**src/rtl/alu_chk_pkg.sv**
```systemverilog
// Shared types and constants for the ALU result checker.
package alu_chk_pkg;

  typedef enum logic [1:0] {
    IDLE = 2'd0,
    RUN  = 2'd1,
    DONE = 2'd2
  } state_e;

  localparam logic OP_ADD = 1'b1;
  localparam logic OP_SUB = 1'b0;

endpackage

```
**src/rtl/alu_expect_pipe.sv**
```systemverilog
// Predicts the ALU result from the snooped operands and delays it so that
// the head of the line lines up with the ALU's registered data_out.
module alu_expect_pipe
  import alu_chk_pkg::*;
#(
  parameter int WIDTH   = 32,
  parameter int LATENCY = 1
) (
  input  logic             clk_i,
  input  logic             rst_i,
  input  logic             flush_i,
  input  logic             push_i,
  input  logic [WIDTH-1:0] op_a_i,
  input  logic [WIDTH-1:0] op_b_i,
  input  logic             op_sel_i,
  output logic             head_vld_o,
  output logic [WIDTH-1:0] head_exp_o
);

  logic [LATENCY-1:0] vld_q;
  logic [WIDTH-1:0]   exp_q [LATENCY];
  logic [WIDTH-1:0]   exp_s;

  // Carry and borrow fall off the top: the ALU result is modulo 2^WIDTH.
  always_comb begin
    exp_s = '0;
    if (op_sel_i == OP_ADD) begin
      exp_s = op_a_i + op_b_i;
    end else begin
      exp_s = op_a_i - op_b_i;
    end
  end

  // Flush beats a same-cycle push so an aborted run leaves nothing behind.
  always_ff @(posedge clk_i) begin
    if (rst_i || flush_i) begin
      vld_q <= '0;
      for (int i = 0; i < LATENCY; i++) begin
        exp_q[i] <= '0;
      end
    end else begin
      vld_q[0] <= push_i;
      exp_q[0] <= exp_s;
      for (int i = 1; i < LATENCY; i++) begin
        vld_q[i] <= vld_q[i-1];
        exp_q[i] <= exp_q[i-1];
      end
    end
  end

  assign head_vld_o = vld_q[LATENCY-1];
  assign head_exp_o = exp_q[LATENCY-1];

endmodule

```
**config.mk**
```make
export PLATFORM = sky130hd
export DESIGN_NAME = alu_expect_pipe
export DESIGN_NICKNAME = d
export VERILOG_FILES = /design/src/rtl/alu_chk_pkg.sv /design/src/rtl/alu_expect_pipe.sv
export SDC_FILE = /design/constraint.sdc
export NUM_CORES = 1
export LEC_CHECK = 0
export CAP_MARGIN = 25
export CORE_MARGIN = 10
export CORE_UTILIZATION = 58
export CTS_CLUSTER_DIAMETER = 80
export DETAILED_ROUTE_END_ITERATION = 6
export DONT_BUFFER_PORTS = 1
export PLACE_DENSITY = 0.74
export SYNTH_ARGS = -nofsm -noshare
export SYNTH_HDL_FRONTEND = slang
export SYNTH_SLANG_ARGS = --single-unit
```
**constraint.sdc**
```tcl
create_clock -name clk_i -period 4.7 [get_ports clk_i]
set_input_delay 0.94 -clock clk_i [delete_from_list [all_inputs] [get_ports clk_i]]
set_output_delay 0.94 -clock clk_i [all_outputs]
set_load 0.03 [all_outputs]
```
==> results.toml, run 1 <==
[status]
status = "completed"

[pwr]
power-per-cell-area_mw_per_mm2 = 298.6
power.leakage_uw = 0.001500
finalPower_uw = 1050
vdd_ir_drop_max_uv = 170.3

[worst_setup_path]
cp_slowest_cell = "or4b_4"
critPathMaxFanout = 8
crit_family = "simple AND/OR/NAND/NOR gates"
crit_buf_inv = 1
critPathMaxStageDelay_ps = 510
startpoint = "op_b_i[0]"
critPathCapture = "exp_q[0][30]$_SDFF_PP0_"
crit_arrival_ps = 4410
end_kind = "flop"
start_kind = "input port"
path_depth = 15
cp.required_ps = 4870
critPathKind = "in2reg"
crit_path_cell_trace = "inv_1 -> ha_1 -> or4b_4 -> nor4_4 -> nand2_2 -> nor4_4 -> and3b_1 -> a21oi_1 -> xor2_1 -> ha_1 -> or2_2 -> a311o_1 -> a21oi_1 -> o31ai_1 -> mux2i_1"

[cts]
cts_buffers = 5
htreeDepth = 2
cts_buffer_depth = 2
cts_tree = "built"
post_cts_buffers = 0
cts_sinks = 33
cts.clk_slew.worst_paths_ps = 80
cts.repair.resized = 0
hold_buffers = 0
root_buffer = "clkbuf_8"

[detailed_routing]
antenna_left = 0
post_drt_wl_per_cell_um = 19.67
vias = 3204
drc = 0
drt_iter0_markers = 182
drtPass1Iterations = 5
viasPerCell = 6.295
wl_mm = 10.01

[layout]
syn2layout_area_growth_pct = 3.767
final_util = 0.6308
nNetsFinal = 545
drive_above_1_share = 0.05263
final_area_sq_mm = 0.003516
diodes = 0

[sta]
finalSetupViolCount = 0
setup_tns_ps = 0
min_period_ps = 4238
slew_headroom = 0.3491
finalCritPeriodShare = 0.9016
rsz0062_at_grt = "false"
fmax_mhz = 236.0
timing.hold.ws_ps = 777.4
tightest_slew_ps = 972.8
finalHoldViolCount = 0
drv_slew = 0

[floorplan]
rows = 27
die_w_um = 96.43
die_h_um = 96.43
num_io_pins = 102
core_region_area_sq_mm = 0.005574
dieArea_sq_mm = 0.009299
start_util = 0.6079

[place]
port_buffers = 0
dp_hpwl_mm = 8.229
placed_area_sq_mm = 0.003433
place.gp.congestion = 0.9149

[logic_synthesis]
async_flop_share = 0
yosys.cell_count.top_type = "nor2_1"
yosysSeqAreaShare = 0.1950
synthCells = 442
synthFlopType = "dfxtp_1"
synth-seq-cells = 33
synth-edff-count = 0
ys_warn_count = 0
synth.top_cell.area_share = 0.1950
synth_area_sq_mm = 0.003388
yosys-top-cells-count = "nor2_1, a21oi_1, ha_1"
syn_area_per_cell_sq_um = 7.666
syn_nets = 551
synth_area_leaders = "dfxtp_1, ha_1, xor2_1"
yosysTopAreaCell = "dfxtp_1"
yosysUniqueCellTypes = 51

[global_route]
grt_usage = 0.2095
grt_pass1_vias = 3000
antenna_found_initial = 0
grt_max_degree = 32
grt_pass1_wl_mm = 15.19
grt_overflow = 0

[job]
cap_violations = 0

[hold_path]
min_path_type = "in2reg"
## placed cells by master, fill, tap and decap left out, types with 3 or more instances in the layout
cell type and instances:
inv_1 12, buf_4 3, a31oi_1 10, a2111o_1 3, xnor2_1 12, nor3_1 16, dfxtp_1 33, o21ai_0 20
a21o_1 17, a21oi_1 44, or2_2 4, and3_1 5, ha_1 39, and2_1 5, xor2_1 38, nor2_1 62
o21bai_1 7, and4_1 3, clkbuf_8 5, a211oi_1 11, nand4_1 10, nor4_1 7, nor2b_1 3, nand3_1 5
or3_1 4, o211ai_1 3, nand2_1 24
## worst min-delay path by stage
stage               startpoint                     to  depth (start not counted)
detailed placement      push_i  head_vld_o$_SDFF_PP0_                          1
CTS                     push_i  head_vld_o$_SDFF_PP0_                          1
global route            push_i  head_vld_o$_SDFF_PP0_                          1
floorplan               push_i  head_vld_o$_SDFF_PP0_                          1
finish                  push_i  head_vld_o$_SDFF_PP0_                          1
global placement        push_i  head_vld_o$_SDFF_PP0_                          1
## power by group
group          leakage [uW]  total, uW  internal (uW)  switching (uW)
Sequential         0.000271        384            310            74.1
Combinational       0.00118        448            182             266
Clock             0.0000450        218            103             115
## stage by stage
step                worst slack, ps  std cells
finish                        462.5        509
detailed placement            231.4        501
global placement              307.0        501
floorplan                     538.2        442
global route                  207.2        509
CTS                           526.2        509
## flip-flops by register name, summed over array words and instances, names as in the netlist
signal and count:
exp_q 32, head_vld_o 1
## final cells by class
| cell class | count | area (sq um) |
|---|---|---|
| Multi-Input combinational cell | 381 | 2615 |
| Fill cell | 520 | 2058 |
| Sequential cell | 33 | 660.6 |
| Tap cell | 72 | 90.09 |
| Clock buffer | 6 | 72.57 |
| Inverter | 12 | 45.04 |
| Timing Repair Buffer | 3 | 22.52 |
| Clock inverter | 2 | 10.01 |
## per-layer routing
metal,vias to the layer above,global-route usage,share of wire
met3,19,0.07633,0.12
met2,135,0.3290,0.44
li1,1609,-,-
met1,1441,0.2623,0.42
met4,0,0.06416,0.023
met5,-,0,0
## cell families (layout without fill, tap and decap cells)
logic type,after synthesis,in the layout,share of synthesized area
AO/OA/AOI/OAI,128,128,0.2400
XOR/XNOR,50,50,0.1292
multiplexers,3,3,0.009232
AND/OR/NAND/NOR,160,160,0.2433
buffers and inverters,28,23,0.03323
flip-flops,33,33,0.1950
adder cells (fa/ha/maj),40,40,0.1499
No activity file was read; power rests on OpenSTA's default activity.
==> run 2, diff against run 1 <==
--- a/config.mk
+++ b/config.mk
@@ -7,11 +7,9 @@
 export LEC_CHECK = 0
 export CAP_MARGIN = 25
 export CORE_MARGIN = 10
-export CORE_UTILIZATION = 58
-export CTS_CLUSTER_DIAMETER = 80
+export CORE_UTILIZATION = 50
 export DETAILED_ROUTE_END_ITERATION = 6
 export DONT_BUFFER_PORTS = 1
-export PLACE_DENSITY = 0.74
 export SYNTH_ARGS = -nofsm -noshare
 export SYNTH_HDL_FRONTEND = slang
 export SYNTH_SLANG_ARGS = --single-unit
==> run 2 against run 1 <==
  * Power increased by 0.39%
  * Non-clock buffer count unchanged
  * Clock power about the same
  * Largest cell class unchanged
  * Critical endpoint is now exp_q[0][28]$_SDFF_PP0_
  * Core utilization decreased by 8.5 points
  * Fmax increased by 1.3%
  * Highest routed layer unchanged
  * Global-route usage decreased by 1.6 points
  * Critical path depth increased by 1
  * Die area increased by 13%
==> results.toml, run 2 (synthesis results as in run 1) <==
[status]
status = "completed"

[layout]
largest_reg_flops = 32
top_register = "exp_q"
nNetsFinal = 545
drive_above_1_share = 0.05263
final_common_cell = "nor2_1"
final_cell_mix = "nor2_1, a21oi_1, ha_1"
diodes = 0
syn2layout_area_growth_pct = 3.951

[place]
dp_hpwl_mm = 8.473
port_buffers = 0
place.gp.congestion = 0.8444

[sta]
tightest_slew_ps = 596.6
finalSetupViolCount = 0
timing.hold.ws_ps = 774.1
min_period_ps = 4182
setup_tns_ps = 0
rsz0062_at_grt = "false"
finalCritPeriodShare = 0.8898
fmax_mhz = 239.1
finalHoldViolCount = 0
drv_slew = 0
slew_headroom = 0.6023

[global_route]
grt_overflow = 0
grt_pass1_vias = 2930
antenna_found_initial = 0
grt_pass1_wl_mm = 15.70
grt_max_degree = 32
grt_usage = 0.1936

[floorplan]
num_io_pins = 102
die_h_um = 102.3
core_region_area_sq_mm = 0.006459
dieArea_sq_mm = 0.01047
rows = 29
start_util = 0.5246
die_w_um = 102.3

[cts]
cts_buffer_depth = 2
cts_sinks = 33
cts_tree = "built"
hold_buffers = 0
root_buffer = "clkbuf_8"
post_cts_buffers = 0
cts.clk_slew.worst_paths_ps = 80
cts.repair.resized = 0
htreeDepth = 2
cts_buffers = 5

[detailed_routing]
viasPerCell = 6.101
antenna_left = 0
vias = 3136
drc = 0
wl_mm = 10.28
post_drt_wl_per_cell_um = 20.00
drtPass1Iterations = 4
drt_iter0_markers = 184

[job]
cap_violations = 0

[worst_setup_path]
cp.required_ps = 4850
crit_arrival_ps = 4340
critPathMaxFanout = 8
start_kind = "input port"
critPathKind = "in2reg"
end_kind = "flop"

[pwr]
power.leakage_uw = 0.001501
power-per-cell-area_mw_per_mm2 = 299.3
vdd_ir_drop_max_uv = 152.1

[hold_path]
min_path_type = "in2reg"
-- run 2: cell counts in the layout (fill, tap and decap cells not counted) --
No cell type changed its count.
-- run 2: worst paths after layout --
kind | slack [ps] | from | cells after the start | to
worst min-delay path | 770 | push_i | 1 | head_vld_o$_SDFF_PP0_
worst max-delay path | 520 | op_b_i[0] | 16 | exp_q[0][28]$_SDFF_PP0_
-- run 2: routing by layer --
layer  vias up  global-route usage  wire [um]
li1       1598                   -          -
met1      1428              0.2555       4732
met2        97              0.2815       4352
met3        13             0.07287       1011
met4         0             0.06725        182
met5         -                   0          0
-- run 2: stage by stage --
stage	setup slack (ps)	total power (uW)	instance area, sq um	std cells	util
global placement	306.4	832.3	3432	505	0.5314
global route	199.4	1128	3522	514	0.5453
detailed placement	220.9	834.0	3432	505	0.5314
floorplan	538.2	743.6	3388	442	-
finish	517.9	1054	3522	514	0.5453
CTS	528.5	1056	3515	513	0.5442
-- run 2: critical path, stage by stage --
cell and delay (ps):
inv_1 40, ha_1 170, or4b_4 510, nor4_4 330, nand2_2 130, nor4_4 270, and3b_1 260, a21oi_1 100
xor2_1 140, ha_1 390, a21o_1 190, a21oi_1 320, nand2_1 100, a211oi_1 260, or3_1 140, a21oi_1 50
-- run 2: cell type report --
| type | count | area (sq um) |
|---|---|---|
| timing repair buffer | 3 | 22.52 |
| clock buffer | 6 | 72.57 |
| fill | 654 | 2937 |
| inverter | 12 | 45.04 |
| clock inverter | 2 | 10.01 |
| tap | 77 | 96.34 |
| multi-input combinational | 381 | 2615 |
| sequential | 33 | 660.6 |
-- run 2: report_power, final --
part	switching [uW]	internal, uW	total (uW)
clock network	115	103	218
registers	73.4	310	384
logic	271	182	453
